==> src/rtl/vector_mem_unit.sv <==
// rtl/vector_mem_unit.sv - multi-cycle vector/scalar memory access unit for the MEM stage
module vector_mem_unit #(
  parameter int V = 128,
  parameter int N = 32
) (
  input  logic         clk,
  input  logic         rst,
  input  logic         req,
  input  logic         is_vector,
  input  logic         mem_wen,
  input  logic [N-1:0] address,
  input  logic [N-1:0] stride,
  input  logic [N-1:0] input_data,
  input  logic [V-1:0] input_vector,
  input  logic [N-1:0] mem_rdata,
  output logic         stall_cpu,
  output logic [N-1:0] m_address,
  output logic         m_wen,
  output logic [N-1:0] m_wdata,
  output logic [N-1:0] output_data,
  output logic [V-1:0] output_vector,
  output logic         vec_done
);

  localparam int E  = V / N;
  localparam int IW = $clog2(E);
  localparam logic [IW-1:0] LAST = IW'(E - 1);

  typedef enum logic [2:0] {
    S_IDLE,
    S_STORE,
    S_LOAD,
    S_DRAIN,
    S_DONE
  } state_t;

  state_t state, state_nx;

  logic [IW-1:0] idx;
  logic [IW-1:0] lane;
  logic [N-1:0]  elem_addr;
  logic [N-1:0]  stride_q;
  logic [V-1:0]  vbuf;
  logic          accept;
  logic          last;

  assign accept      = (state == S_IDLE) && req && is_vector;
  assign last        = (idx == LAST);
  // Load data lags the issued address by one cycle, so it lands in the previous lane.
  assign lane        = idx - IW'(1);
  assign output_data = mem_rdata;

  // State register
  always_ff @(posedge clk or negedge rst) begin
    if (!rst) state <= S_IDLE;
    else      state <= state_nx;
  end

  // Next-state logic; DONE ignores req since it still belongs to the finishing instruction
  always_comb begin
    state_nx = state;
    case (state)
      S_IDLE:  if (accept) state_nx = mem_wen ? S_STORE : S_LOAD;
      S_STORE: if (last) state_nx = S_DONE;
      S_LOAD:  if (last) state_nx = S_DRAIN;
      S_DRAIN: state_nx = S_DONE;
      S_DONE:  state_nx = S_IDLE;
      default: state_nx = S_IDLE;
    endcase
  end

  // Memory port, stall and completion outputs; scalar accesses pass straight through in IDLE
  always_comb begin
    stall_cpu = 1'b0;
    m_address = address;
    m_wen     = 1'b0;
    m_wdata   = input_data;
    vec_done  = 1'b0;
    case (state)
      S_IDLE: begin
        stall_cpu = req && is_vector;
        m_wen     = rst && req && !is_vector && mem_wen;
      end
      S_STORE: begin
        stall_cpu = 1'b1;
        m_wen     = 1'b1;
        m_address = elem_addr;
        m_wdata   = vbuf[idx*N +: N];
      end
      S_LOAD: begin
        stall_cpu = 1'b1;
        m_address = elem_addr;
      end
      S_DRAIN: begin
        stall_cpu = 1'b1;
        m_address = elem_addr;
      end
      S_DONE: begin
        vec_done  = 1'b1;
        m_address = elem_addr;
      end
      default: ;
    endcase
  end

  // Element datapath: running element address, lane counter, store buffer and load result
  always_ff @(posedge clk or negedge rst) begin
    if (!rst) begin
      idx           <= '0;
      elem_addr     <= '0;
      stride_q      <= '0;
      vbuf          <= '0;
      output_vector <= '0;
    end else begin
      case (state)
        S_IDLE: begin
          if (accept) begin
            idx       <= '0;
            elem_addr <= address;
            stride_q  <= stride;
            vbuf      <= input_vector;
          end
        end
        S_STORE: begin
          idx       <= idx + IW'(1);
          elem_addr <= elem_addr + stride_q;
        end
        S_LOAD: begin
          if (idx != '0) output_vector[lane*N +: N] <= mem_rdata;
          idx       <= idx + IW'(1);
          elem_addr <= elem_addr + stride_q;
        end
        S_DRAIN: output_vector[(E-1)*N +: N] <= mem_rdata;
        default: ;
      endcase
    end
  end

endmodule

==> config.mk <==
export PLATFORM = sky130hd
export DESIGN_NAME = vector_mem_unit
export DESIGN_NICKNAME = d
export VERILOG_FILES = /design/src/rtl/vector_mem_unit.sv
export SDC_FILE = /design/constraint.sdc
export NUM_CORES = 1
export LEC_CHECK = 0
export CAP_MARGIN = 20
export CELL_PAD_IN_SITES_DETAIL_PLACEMENT = 1
export CELL_PAD_IN_SITES_GLOBAL_PLACEMENT = 1
export CORE_MARGIN = 2
export CORE_UTILIZATION = 40
export CTS_CLUSTER_DIAMETER = 200
export CTS_CLUSTER_SIZE = 40
export DETAILED_ROUTE_END_ITERATION = 7
export DONT_BUFFER_PORTS = 1
export PLACE_DENSITY = 0.71
export SLEW_MARGIN = 20
export SYNTH_ARGS = -nofsm -noshare
export SYNTH_HDL_FRONTEND = slang
export SYNTH_SLANG_ARGS = --single-unit
export TNS_END_PERCENT = 10
==> constraint.sdc <==
create_clock -name clk -period 3.7 [get_ports clk]
set_clock_uncertainty 0.2 [all_clocks]
set_input_delay 0.555 -clock clk [delete_from_list [all_inputs] [get_ports clk]]
set_output_delay 0.555 -clock clk [all_outputs]
set_load 0.02 [all_outputs]
# ---- Word-level counts from Yosys, hierarchy flattened
# Cells that the tools add are included.
dict set report totals {
  register_bits 325
  out_inout_bits 227
  elab_cells 59
  inputBits 261
}
dict set report classes {
  n_reduce_logical 19
  mux 17
  n_addsub 4
  eq_ne 9
  shifts 3
}
# cell n
set op_table {}
lappend op_table {{128-bit bitwise mux} 1}
lappend op_table {{128-bit two-way mux} 1}
lappend op_table {{32-bit case mux with 2 select lines} 2}
lappend op_table {{32-bit by 34-bit variable shift with 128-bit output (first input constant)} 1}
lappend op_table {{128-bit by 8-bit indexed part select with 32-bit output} 1}
lappend op_table {{32-bit by 34-bit indexed part select with 128-bit output} 1}
lappend op_table {{32-bit two-way mux} 3}
lappend op_table {{7-bit negation with 34-bit output} 1}
lappend op_table {{32-bit adder} 1}
lappend op_table {{3-bit case mux with 4 select lines} 1}
lappend op_table {{3-bit two-way mux} 3}
lappend op_table {{2-bit inequality test (second input constant)} 4}
lappend op_table {{2-bit AND reduction} 4}
lappend op_table {{3-bit by 2-bit == test with 1-bit output (second input constant)} 2}
lappend op_table {{1-bit logical AND} 6}
lappend op_table {{2-bit nonzero test} 3}
lappend op_table {{2-bit two-way mux} 2}
lappend op_table {{1-bit case mux with 2 select lines} 2}
lappend op_table {{2-bit case mux with 2 select lines} 1}
lappend op_table {{4-bit OR reduction} 1}
lappend op_table {{3-bit by 1-bit == test with 1-bit output (second input constant)} 1}
lappend op_table {{3-bit == test (second input constant)} 1}
lappend op_table {{3-bit logical NOT} 1}
lappend op_table {{3-bit AND reduction} 1}
lappend op_table {{7 further kinds} 7}

# ---- Logic depth before layout (Yosys ltp)
dict set report depth {
  depth_word 6
  mapped_depth 10
}

# ---- Worst setup path after synthesis
# Ideal clock, no wire load.
dict set report synth_timing {
  path_type {reg2out}
  from {reg idx[0]}
  to {out m_wdata[13]}
  n_path_buf 2
  arrival_time_ns 2.074
  path_slack_ns 0.871
  path_stages_with_launch 5
  path_cell_list {dfrtp_1 buf_2 buf_1 mux4_2 mux2_2}
}
dict set report synth_via {
  elab_chain_cells 2
}
# element line
set synth_rtl {}
lappend synth_rtl {{start: declaration} 39} ;# logic [IW-1:0] idx;
lappend synth_rtl {{start signal: assignment} 125} ;# idx <= idx + IW'(1);
lappend synth_rtl {{start signal: assignment} 130} ;# idx <= idx + IW'(1);
lappend synth_rtl {{128-bit by 8-bit indexed part select with 32-bit output} 88} ;# m_wdata = vbuf[idx*N +: N];
lappend synth_rtl {{32-bit two-way mux} 79} ;# case (state)
lappend synth_rtl {{end: declaration} 19} ;# output logic [N-1:0] m_wdata,
# Every way passes these cells.

# ---- Final worst setup path
dict set report layout_timing {
  from {reg state[0]}
  to {out m_address[17]}
}
dict set report layout_via {
  elab_chain_cells 3
  elab_cells_between_ends 6
}
# element line
set layout_rtl {}
lappend layout_rtl {{start: declaration} 37} ;# state_t state, state_nx;
lappend layout_rtl {{start signal: assignment} 56} ;# else state <= state_nx;
lappend layout_rtl {{3-bit == test (tied with other cells)} 79}
lappend layout_rtl {{4-bit OR reduction (no source line) *} --}
lappend layout_rtl {{32-bit two-way mux *} 79}
lappend layout_rtl {{end: declaration} 17} ;# output logic [N-1:0] m_address,
# Every way passes the cells marked *; elsewhere a longest branch is shown, timed or not.

==> results.ini <==
[run_status]
outcome = complete, but fails checks
violations = hold timing

[critical_path]
timing.rr.start = elem_addr[0]
worstPathRequired_ns = 2.94
reg2reg_to = elem_addr[28]
crit_fanout = 32
start_kind = flip-flop
cp_cell_sequence = nor2_1 -> xnor2_2 -> buf_4 -> mux2_2
slowest_stage = dfrtp_1
crit_path_end_kind = output pin
reg2reg_depth = 10
r2r_slack_ns = 0.67
criticalPathCategory = reg2out
max_stage_delay_ns = 0.54
crit_path_start = state[0]
arrival_ns = 2.51

[timing]
finalSetupViolCount = 0
period_share_pct = 88.2
whs_ns = -0.540
tns_ns = 0
grt_setup_unrepaired = no
maxSlewHeadroom_pct = 35.6
slew_violations = 0
hold_viol = 325
period_needed_ns = 3.26
layout_setup_ws_ns = 0.435
fmax_ghz = 0.306
tightest_slew_ns = 0.960

[clock_network]
cts.sink_count = 325
clk_pin_slew_worst_paths_ns = 0.17
htreeDepth = 1
post_cts_buffers = 0
ctsResizeCount = 0
cts_buffers = 12
cts_root_buf = clkbuf_16
cts_tree = yes
clock_latency_ns = 0.55
clock_tree.buffer_depth = 3

[logic_synthesis]
ys_ff_latch = 325
syn_inst = 1760
synth_top_area_share_pct = 50.5
synth.avg_cell_area_um2 = 9.15
synth_top_area_cell = dfrtp_1
ys.flop_type = dfrtp_1
synth_edf_count = 0
synth_cell_types = 64
async_reset_ff_share_pct = 100
synth_common_cells = nand2_1, dfrtp_1, o21ai_0
syn-num-nets = 2060
yosys.cell_count.top_type = nand2_1
synth_area_leaders = dfrtp_1, nand2_1, mux2_2
yosysWarnings = 0
ys_seq_area_share_pct = 50.5
synth.cell_area_um2 = 16100

[job]
maxCapViolCount = 0

[route]
drc_errors = 0
drt_wl_total_mm = 56.1
viasPerCell = 5.58
ant_nets = 0
drt_iter0_markers = 997
vias = 13500
drt-pass1-iter-count = 5
wl_per_cell_um = 23.2

[floorplanning]
io_pins = 488
rows = 73
die_y_um = 205
die-area_um2 = 41900
dieWidth_um = 205
core_area_um2 = 39700
start_util_pct = 40.5

[finish]
stdcell_area_um2 = 19000
area.growth.synth_to_final_pct = 18.1
fill_cells = 4501
register_area_um2 = 8140
drive_gt1_share_pct = 8.78
multi_input_area_um2 = 7330
nets = 2189

[global_routing]
grt_pass1_vias = 14700
antenna_found_initial = 4
grt_pass1_wl_mm = 86.6
overflow = 0
grt_max_degree = 327
grt_use_total_pct = 26.3

[placement]
dp_slack_ns = 0.762
io_buffer_count = 0
placed_area_um2 = 16400
hpwl_mm = 34.9
place_congestion = 0.873

[power_and_ir_drop]
power.total_uw = 20200
ir_drop_mv = 0.459
pwr_density_cell_nw_per_um2 = 1060
total_leakage_power_uw = 0.00884

[worst_hold_path]
holdCritPathClass = in2async

==> area by class of cell <==
| type | count | share of cell area, % |
|---|---|---|
| diodes | 3 | 0.0395 |
| inverters | 15 | 0.296 |
| clock inverters | 1 | 0.158 |
| repair buffers | 248 | 13.0 |
| well taps | 525 | 3.45 |
| clock buffers | 15 | 1.75 |
| multi-input cells | 1287 | 38.5 |
| flip-flops and latches | 325 | 42.8 |
==> registers in the layout (all words and copies together) (netlist names) <==
name / cells
idx: 2
state: 3
stride_q: 32
vbuf: 128
elem_addr: 32
output_vector: 128
==> timing repair <==
action | 4_1_cts | 5_1_grt
hold buffers | 220 | 1
hold endpoints to repair | 641 | 326
setup endpoints to repair | 0 | 0
==> routing by layer <==
| layer | vias up | GRT usage (%) | routed length [um] |
|---|---|---|---|
| met3 | 99 | 4.79 | 3280 |
| li1 | 6059 | - | - |
| met4 | 2 | 7.84 | 1710 |
| met2 | 508 | 46.8 | 28400 |
| met5 | - | 0 | 13 |
| met1 | 6823 | 32.4 | 22600 |
==> logic make-up (layout without fill, tap and decap cells) <==
| group | count (synthesis) | in the layout | synth area share (%) |
|---|---|---|---|
| flip-flops | 325 | 325 | 50.5 |
| XOR/XNOR | 21 | 21 | 1.14 |
| AO/OA/AOI/OAI | 291 | 291 | 11.4 |
| multiplexers | 98 | 98 | 9.08 |
| buffers and inverters | 148 | 279 | 4.38 |
| other | 0 | 3 | 0 |
| adder cells (fa/ha/maj) | 39 | 39 | 3.08 |
| AND/OR/NAND/NOR | 838 | 838 | 20.5 |
==> critical path: cells and delay by family, from the launching register on <==
family        cells  cell delay, ns
xor+xnor          1            0.14
buf+inv           1            0.44
flops             1            0.54
mux               1            0.47
simple gates      1            0.33
==> per-stage QoR <==
| step | std cells | utilization, % |
|---|---|---|
| 6_report | 2419 | 47.9 |
| 5_1_grt | 2418 | 47.9 |
| 4_1_cts | 2415 | 47.8 |
| 3_5_place_dp | 2179 | 41.4 |
| 3_3_place_gp | 2179 | 41.4 |
| 2_1_floorplan | 1760 | - |
==> where the power goes <==
group | leakage [uW] | internal [uW] | total (uW) | switching (uW)
registers | 0.00382 | 5270 | 7270 | 2000
clock network | 0.000174 | 663 | 1840 | 1170
logic | 0.00484 | 4130 | 11100 | 7000
==> cells in the final DEF, fill, tap and decap left out, drive strengths merged, types with 15 or more instances in the layout <==
cell type	count
buf	27
mux2	65
ha	38
clkbuf	15
dfrtp	325
mux4	32
nand2	727
a21oi	50
a22o	33
dlygate4sd3	221
o21ai	136
nor2	49
inv	15
==> worst max path at each step <==
stage                     to  slack, ns  cells past startpoint
4_1_cts         m_address[4]       0.42                      4
3_5_place_dp   elem_addr[30]       0.76                     10
6_report       m_address[17]       0.44                      4
5_1_grt         m_address[4]       0.32                      4
2_1_floorplan    m_wdata[13]       0.87                      4
3_3_place_gp   elem_addr[30]       0.83                     10
No activity file was read; power rests on OpenSTA's default activity.
